File: config.mk
export PLATFORM = sky130hd
export DESIGN_NAME = serial_tx_shifter
export DESIGN_NICKNAME = d
export VERILOG_FILES = /design/src/rtl/serial_tx_shifter.sv
export SDC_FILE = /design/constraint.sdc
export NUM_CORES = 1
export LEC_CHECK = 0
export CAP_MARGIN = 25
export CORE_UTILIZATION = 50
export DETAILED_ROUTE_END_ITERATION = 8
export PLACE_DENSITY = 0.76
export SYNTH_ARGS = -nofsm -noshare
export SYNTH_HDL_FRONTEND = slang
export SYNTH_SLANG_ARGS = --single-unit
export TNS_END_PERCENT = 50
File: constraint.sdc
create_clock -name clk -period 2.1 [get_ports clk]
set_clock_uncertainty 0.05 [all_clocks]
set_input_delay 0.42 -clock clk [delete_from_list [all_inputs] [get_ports clk]]
set_output_delay 0.42 -clock clk [all_outputs]
set_load 0.02 [all_outputs]
File: src/rtl/serial_tx_shifter.sv
// serial_tx_shifter: parallel-in serial-out frame transmitter (start, data LSB first, optional parity, stop).
// Optional even-parity bit enabled by defining SERIAL_TX_PARITY_EN.
module serial_tx_shifter #(
    parameter int WIDTH          = 8,
    parameter int CYCLES_PER_BIT = 4
) (
    input  logic             clk,
    input  logic             clr,
    input  logic [WIDTH-1:0] data_in,
    input  logic             load,
    output logic             ready,
    output logic             tx,
    output logic             busy,
    output logic             done
);
    localparam int CW = CYCLES_PER_BIT > 1 ? $clog2(CYCLES_PER_BIT) : 1;
    localparam int BW = WIDTH > 1 ? $clog2(WIDTH) : 1;
    localparam logic [CW-1:0] CYC_LAST = CW'(CYCLES_PER_BIT - 1);
    localparam logic [BW-1:0] BIT_LAST = BW'(WIDTH - 1);

    typedef enum logic [2:0] {IDLE, START, DATA, PARITY, STOP} state_t;

    state_t           state, state_n;
    logic [WIDTH-1:0] shift, shift_n;
    logic [CW-1:0]    cyc, cyc_n;
    logic [BW-1:0]    bit_cnt, bit_n;
    logic             tx_n, done_n;
    logic             bit_end;
`ifdef SERIAL_TX_PARITY_EN
    logic             par, par_n;
`endif

    assign bit_end = cyc == CYC_LAST;
    assign ready   = state == IDLE;
    assign busy    = state != IDLE;

    // next-state logic; tx is derived from the next state so it is registered with no extra cycle of latency
    always_comb begin
        state_n = state;
        shift_n = shift;
        cyc_n   = bit_end ? '0 : cyc + 1'b1;
        bit_n   = bit_cnt;
        done_n  = 1'b0;
`ifdef SERIAL_TX_PARITY_EN
        par_n   = par;
`endif
        case (state)
            IDLE: begin
                cyc_n = '0;
                bit_n = '0;
                if (load) begin
                    state_n = START;
                    shift_n = data_in;
`ifdef SERIAL_TX_PARITY_EN
                    par_n   = ^data_in;
`endif
                end
            end
            START: state_n = bit_end ? DATA : START;
            DATA: begin
                if (bit_end) begin
                    shift_n = shift >> 1;
                    bit_n   = bit_cnt == BIT_LAST ? '0 : bit_cnt + 1'b1;
`ifdef SERIAL_TX_PARITY_EN
                    state_n = bit_cnt == BIT_LAST ? PARITY : DATA;
`else
                    state_n = bit_cnt == BIT_LAST ? STOP : DATA;
`endif
                end
            end
`ifdef SERIAL_TX_PARITY_EN
            PARITY: state_n = bit_end ? STOP : PARITY;
`endif
            STOP: begin
                state_n = bit_end ? IDLE : STOP;
                done_n  = bit_end;
            end
            default: state_n = IDLE;
        endcase
        tx_n = state_n == START ? 1'b0 : state_n == DATA ? shift_n[0] : 1'b1;
`ifdef SERIAL_TX_PARITY_EN
        if (state_n == PARITY) tx_n = par_n;
`endif
    end

    // state, datapath and registered outputs; clr aborts any frame without a done pulse
    always_ff @(posedge clk) begin
        if (clr) begin
            state   <= IDLE;
            shift   <= '0;
            cyc     <= '0;
            bit_cnt <= '0;
            tx      <= 1'b1;
            done    <= 1'b0;
`ifdef SERIAL_TX_PARITY_EN
            par     <= 1'b0;
`endif
        end else begin
            state   <= state_n;
            shift   <= shift_n;
            cyc     <= cyc_n;
            bit_cnt <= bit_n;
            tx      <= tx_n;
            done    <= done_n;
`ifdef SERIAL_TX_PARITY_EN
            par     <= par_n;
`endif
        end
    end
endmodule

# Word level (Yosys, flattened, before mapping)
# Index checks and enable logic that the tools add are counted.
[word_totals] register_bits=18 input_bits=11 output_inout_bits=4
[op_classes] add_sub_neg=2 eq_ne=9 mux=14 bitwise=1 reduce_logical=7
[op_table] op="two-way mux 3 bit" n=6
[op_table] op="two-way mux 8 bit" n=2
[op_table] op="case mux 8 bit (2 select lines)" n=1
[op_table] op="case mux 3 bit (4 select lines)" n=1
[op_table] op="== test 3 x 1 -> 1 bit (second input constant)" n=2
[op_table] op="== test 3 x 2 -> 1 bit (second input constant)" n=2
[op_table] op="== test 3 bit (second input constant)" n=2
[op_table] op="case mux 3 bit (2 select lines)" n=1
[op_table] op="!= test 2 bit (second input constant)" n=2
[op_table] op="adder 3 x 1 -> 3 bit (second input constant)" n=1
[op_table] op="zero test 3 bit" n=1
[op_table] op="AND reduction 3 bit" n=1
[op_table] op="nonzero test 3 bit" n=1
[op_table] op="OR reduction 3 bit" n=1
[op_table] op="adder 2 x 1 -> 2 bit (second input constant)" n=1
[op_table] op="== test 2 bit (second input constant)" n=1
[op_table] op="two-way mux 1 bit" n=2
[op_table] op="two-way mux 2 bit" n=1
[op_table] op="AND reduction 2 bit" n=1
[op_table] op="nonzero test 2 bit" n=1
[op_table] op="OR reduction 2 bit" n=1
[op_table] op="inverter 1 bit" n=1

# Depth between registers and ports, before layout
# Gate-level depths: netlist of run 1.
[depth] ltp_word=7 mapped_depth=6 ltp_nobuf=5

# Worst setup path after synthesis of run 1
# No wires, ideal clock.
[synth_timing] kind="register to output" from="register state[1]" to="output ready" arrival_ps=1169 setup_slack_ps=461 path_stages_with_launch=5 path_buffers=2 path_cell_list="dfxtp_1 > buf_4 > or3_1 > buf_2 > inv_1"
[synth_via] elab_chain_cells=1
[synth_rtl] item="start: declaration" line_no="23" rtl="state_t state, state_n;"
[synth_rtl] item="start signal: assignment" line_no="99" rtl="state <= state_n;"
[synth_rtl] item="zero test 3 bit" line_no="34" rtl="assign ready = state == IDLE;"
[synth_rtl] item="end: declaration" line_no="11" rtl="output logic ready,"
# No other way between the ends.

# Worst setup path after layout of run 1
# Ends and elaborated chain as after synthesis.

==> flow_summary.ini, run 1 <==
[cts]
cts.sinks = 18
clk_pin_slew_ns = 0.09
clk_latency_ns = 0.28
postCtsHoldBufs = 0
post_cts_buffers = 0
cts_root_buffer = clkbuf_4
cts_inserted_buffers = 3
clock_tree.buffer_depth = 2
cts_tree = built
cts_max_level = 1

[sta]
relSlewSlack_pct = 65.1
period_share_pct = 93.4
tightestPinTransition_ns = 0.521
tns_ns = 0
layout_min_cycle_time_ns = 1.96
rsz0062_at_grt = false
setup_violations = 0
fmax_ghz = 0.510
slew_violations = 0
hold_viol_final = 0

[logic_synthesis]
synth_nets = 100
yosys-top-cells-count = dfxtp_1, a21oi_1, nand3_1, a22oi_1, buf_6
synthCells = 86
ys_types = 33
synth-async-reset-ratio_pct = 0
synth_area_leaders = dfxtp_1, a21oi_1, nand3_1
yosysMostFrequentCell = dfxtp_1
avgSynthCellArea_um2 = 10.4
synth_edf_count = 0
ys.flop_type = dfxtp_1
synth_top_cell_area_share_pct = 40.1
ys_seq_area_share_pct = 40.1
synth_warnings = 0
syn_area_um2 = 898
synth_area_leader_cell = dfxtp_1
ys_ff_latch = 18

[worst_setup_path]
path_buf_inv = 2
crit_type = reg -> out
cp.arrival_ns = 1.49
slowest_delay_ns = 0.44
path_cells = or3_1 -> inv_1 -> dlygate4sd2_1
crit_path_end_kind = output pin
critPathTopFamily = buffers and inverters
worst-path-max-fanout = 5
slowest_stage = or3_1
worstSetupStartpointType = flip-flop
worstPathRequired_ns = 1.63
rrSetupSlack_ns = 0.47

[placement]
dp_hpwl_um = 1130
place_congestion = 0.679
port_buffers = 14
dp.cells = 118

[floorplanning]
start_util_pct = 56.4
dieArea_um2 = 1970
ios = 15
die_h_um = 44.4
core-area_um2 = 1590
fp.dieW_um = 44.4
fp-row-count = 14

[pwr]
vdd_ir_drop_max_mv = 0.378
power_density_nw_per_um2 = 598
total_power_uw = 622
total_leakage_power_nw = 0.375

[global_route]
busiest_layer = met2
grt_max_degree = 13
use_met2_pct = 28.2
overflow = 0
grt_pass1_vias = 622
grtUsageMet3_pct = 2.86
gr-usage-all-layers_pct = 18.9
antenna_found_initial = 0
grtUsageMet1_pct = 25.6
grt_first_pass_wirelength_um = 2710

[layout]
multi_input_area_um2 = 455
finalNonFillerCells = 121
fillers = 132
seqCellArea_um2 = 360
diodes = 0
nets = 113
final_layout_size_suffix_gt1_share_pct = 18.6
area_growth_pct = 15.7

[hold_path]
min_path_type = reg -> reg

[status]
status = finished clean

[job]
drv_cap = 0

[routing]
dr.pass1.iters = 4
drt_wl_total_um = 1590
postRouteAntennaNets = 0
wl_per_cell_um = 13.1
vias_per_cell = 5.55
drc = 0
drtIter0Drc = 10
num_vias = 671
## registers in the layout (all words and copies together), names as in the netlist
register and count:
shift 8, done 1, state 3, cyc 2, bit_cnt 3, tx 1
## path summary, 6_finish.rpt
path,from,endpoint,cells past startpoint
worst max-delay path,state[1],ready,3
worst min-delay path,cyc[0],cyc[0],1
worst max register to register,cyc[0],tx,4
worst min register to register,cyc[0],cyc[0],1
## cell usage in the layout, fill, tap and decap left out, drive strengths merged, types with 2 or more instances in the layout
cell type	netlist	layout
nor4b	2	2
buf	9	4
clkbuf	1	3
a22oi	7	7
dfxtp	18	18
dlygate4sd2	0	2
nand2	3	3
a21oi	12	12
nand3	11	11
ha	3	3
or3	2	2
clkdlybuf4s50	0	12
## cell families (layout without fill, tap and decap cells)
group,Yosys count,after routing,synth area share (%)
compound gates,23,23,19.9
fa+ha+maj,3,3,4.18
buf+inv,11,22,9.19
flops,18,18,40.1
simple gates,31,31,26.6
## metal layers
metal / share of wire (%) / routed length, um
met4: 1.1 / 18
met3: 4.0 / 63
met5: 0 / 0
met1: 49 / 782
met2: 45 / 722
## what timing repair did
action | in CTS | in global routing
endpoints found under the setup margin | 2 | 0
resized for setup | 2 | 0
hold endpoints to repair | 0 | 0
## layout make-up
type                    instances  area share, %
flip-flops and latches         18           34.7
multi-input cells              57           43.8
inverters                       1          0.361
well taps                      24           2.89
clock buffers                   3           2.17
repair buffers                 18           16.1
## per-stage QoR
stage / hold WS [ns] / util, % / worst slack (ns) / area, um2
6_report: 0.395 / 65.2 / 0.139 / 1040
3_3_place_gp: 0.371 / 64.0 / 0.184 / 1020
5_1_grt: 0.419 / 65.2 / 0.0639 / 1040
2_1_floorplan: 0.357 / - / 0.461 / 898
4_1_cts: 0.391 / 65.2 / 0.124 / 1040
3_5_place_dp: 0.377 / 64.0 / 0.179 / 1020
## power by group
| group | leakage (nW) | switching, mW | internal, mW |
|---|---|---|---|
| clock network | 0.0138 | 0.0962 | 0.0665 |
| logic | 0.214 | 0.0462 | 0.0502 |
| registers | 0.147 | 0.00669 | 0.356 |
| total | 0.375 | 0.149 | 0.472 |
No activity file was read; power rests on OpenSTA's default activity.
==> run 2, diff against run 1 <==
--- a/config.mk
+++ b/config.mk
@@ -7,6 +7,7 @@
 export LEC_CHECK = 0
 export CAP_MARGIN = 25
 export CORE_UTILIZATION = 50
+export CTS_CLUSTER_DIAMETER = 150
 export DETAILED_ROUTE_END_ITERATION = 8
 export PLACE_DENSITY = 0.76
 export SYNTH_ARGS = -nofsm -noshare
==> results of run 2 <==
No change in the layout: final DEF, timing and power equal those of run 1.
==> run 3, diff against run 2 <==
--- a/config.mk
+++ b/config.mk
@@ -9,7 +9,7 @@
 export CORE_UTILIZATION = 50
 export CTS_CLUSTER_DIAMETER = 150
 export DETAILED_ROUTE_END_ITERATION = 8
-export PLACE_DENSITY = 0.76
+export PLACE_DENSITY = 0.73
 export SYNTH_ARGS = -nofsm -noshare
 export SYNTH_HDL_FRONTEND = slang
 export SYNTH_SLANG_ARGS = --single-unit
==> flow_summary.ini, run 3 (same netlist as run 1, synthesis figures left out) <==
[worst_setup_path]
worstSetupStartpointType = flip-flop
path_buf_inv = 1
crit_type = reg -> out
path_cells = or3_1 -> clkdlybuf4s50_1
worst-path-max-fanout = 3
crit_path_end_kind = output pin
rr_startpoint = cyc[0]
slowest_delay_ns = 0.56
worstPathRequired_ns = 1.63
crit_start = state[1]
cp.arrival_ns = 1.59
slowest_stage = clkdlybuf4s50_1
critPathTopFamily = buffers and inverters

[sta]
fmax_ghz = 0.486
tightestPinTransition_ns = 0.492
setup_violations = 0
hold_viol_final = 0
relSlewSlack_pct = 67.1
rsz0062_at_grt = false
layout_min_cycle_time_ns = 2.06
slew_violations = 0
period_share_pct = 98.0
tns_ns = 0

[cts]
cts_tree = built
cts.sinks = 18
cts_max_level = 1
cts_inserted_buffers = 3
clk_pin_slew_ns = 0.10
post_cts_buffers = 0
clock_tree.buffer_depth = 2
clk_latency_ns = 0.29
cts_root_buffer = clkbuf_4

[global_route]
grtUsageMet1_pct = 25.4
grtUsageMet3_pct = 2.45
overflow = 0
grt_pass1_vias = 655
use_met2_pct = 32.4
gr-usage-all-layers_pct = 19.8
grt_max_degree = 13
antenna_found_initial = 0
grt_first_pass_wirelength_um = 2820
busiest_layer = met2

[pwr]
power.internal_uw = 517
power_switching_uw = 163
comb_power_share_pct = 15.1
total_power_uw = 679
total_leakage_power_nw = 0.389
vdd_ir_drop_max_mv = 0.466
seqPwrFrac_pct = 53.5
swShare_pct = 23.9
p_clk_share_pct = 31.5
power_density_nw_per_um2 = 635

[layout]
diodes = 0
largest_reg_flops = 8
top_register = shift
seqCellArea_um2 = 360
final_core_util_pct = 67.1
mostFrequentLayoutCells = dfxtp_1, clkdlybuf4s50_1, a21oi_1, nand3_1
reg_top3 = shift x8, bit_cnt x3, state x3
nets = 115
fillers = 142
final_layout_size_suffix_gt1_share_pct = 21.0
final_common_cell = dfxtp_1
multi_input_area_um2 = 455
area_growth_pct = 19.1

[floorplanning]
die_h_um = 44.4
start_util_pct = 56.4
dieArea_um2 = 1970
fp.dieW_um = 44.4
ios = 15
core-area_um2 = 1590
fp-row-count = 14

[placement]
port_buffers = 14
place_congestion = 0.757
dp_hpwl_um = 1200

[routing]
postRouteAntennaNets = 0
wl_per_cell_um = 13.7
num_vias = 683
drtIter0Drc = 8
vias_per_cell = 5.51
drt_wl_total_um = 1700
drc = 0
dr.pass1.iters = 4

[hold_path]
min_path_type = reg -> reg
hp-start = cyc[0]

[status]
status = finished clean

[job]
drv_cap = 0
==> run 3: cell count changes in the layout (fill, tap and decap cells not counted) <==
cell and change:
dlygate4sd2_1 -1, buf_4 +2, clkbuf_8 +1, clkdlybuf4s50_1 +1
==> run 3: power by group through the flow <==
stage / Combinational (mW) / Sequential, mW / Clock, mW
floorplan: 0.0643 / 0.371 / 0
global placement: 0.102 / 0.370 / 0
detailed placement: 0.104 / 0.371 / 0
CTS: 0.103 / 0.363 / 0.222
global route: 0.112 / 0.365 / 0.225
finish: 0.102 / 0.363 / 0.214
==> run 3: routing by layer <==
layer,share of wire [%],vias to the layer above
met2,46,11
met3,2.2,4
li1,-,347
met1,49,321
met5,0,-
met4,1.8,0
==> run 3: area by class of cell <==
cell class | instances | share of cell area [%]
Clock buffer | 4 | 3.39
Tap cell | 24 | 2.81
Inverter | 1 | 0.351
Multi-Input combinational cell | 57 | 42.6
Sequential cell | 18 | 33.7
Timing Repair Buffer | 20 | 17.2
==> run 3: path summary, 6_finish.rpt <==
kind	endpoint	slack (ns)	cells after the start
max	busy	0.04	2
max reg2reg	tx	0.45	4
min reg2reg	cyc[0]	0.39	1
min	cyc[0]	0.39	1
==> run 3: worst reg2reg max path: stages, from the launching register on <==
cell and delay (ns):
dfxtp_1 0.35, ha_1 0.39, and4bb_2 0.44, a22oi_2 0.13, a41oi_2 0.22
==> run 3: repair_timing <==
item,CTS,global route
resized for setup,1,0
setup endpoints to repair,1,0
hold buffers,0,0
==> run 3: through the flow <==
step                cell area, um2  instances  setup slack (ns)  hold WS [ns]
finish                        1070        124            0.0420         0.391
global route                  1070        124           0.00777         0.431
CTS                           1070        124            0.0149         0.397
detailed placement            1030        120             0.223         0.381
global placement              1030        120             0.230         0.370
floorplan                      898         86             0.461         0.357
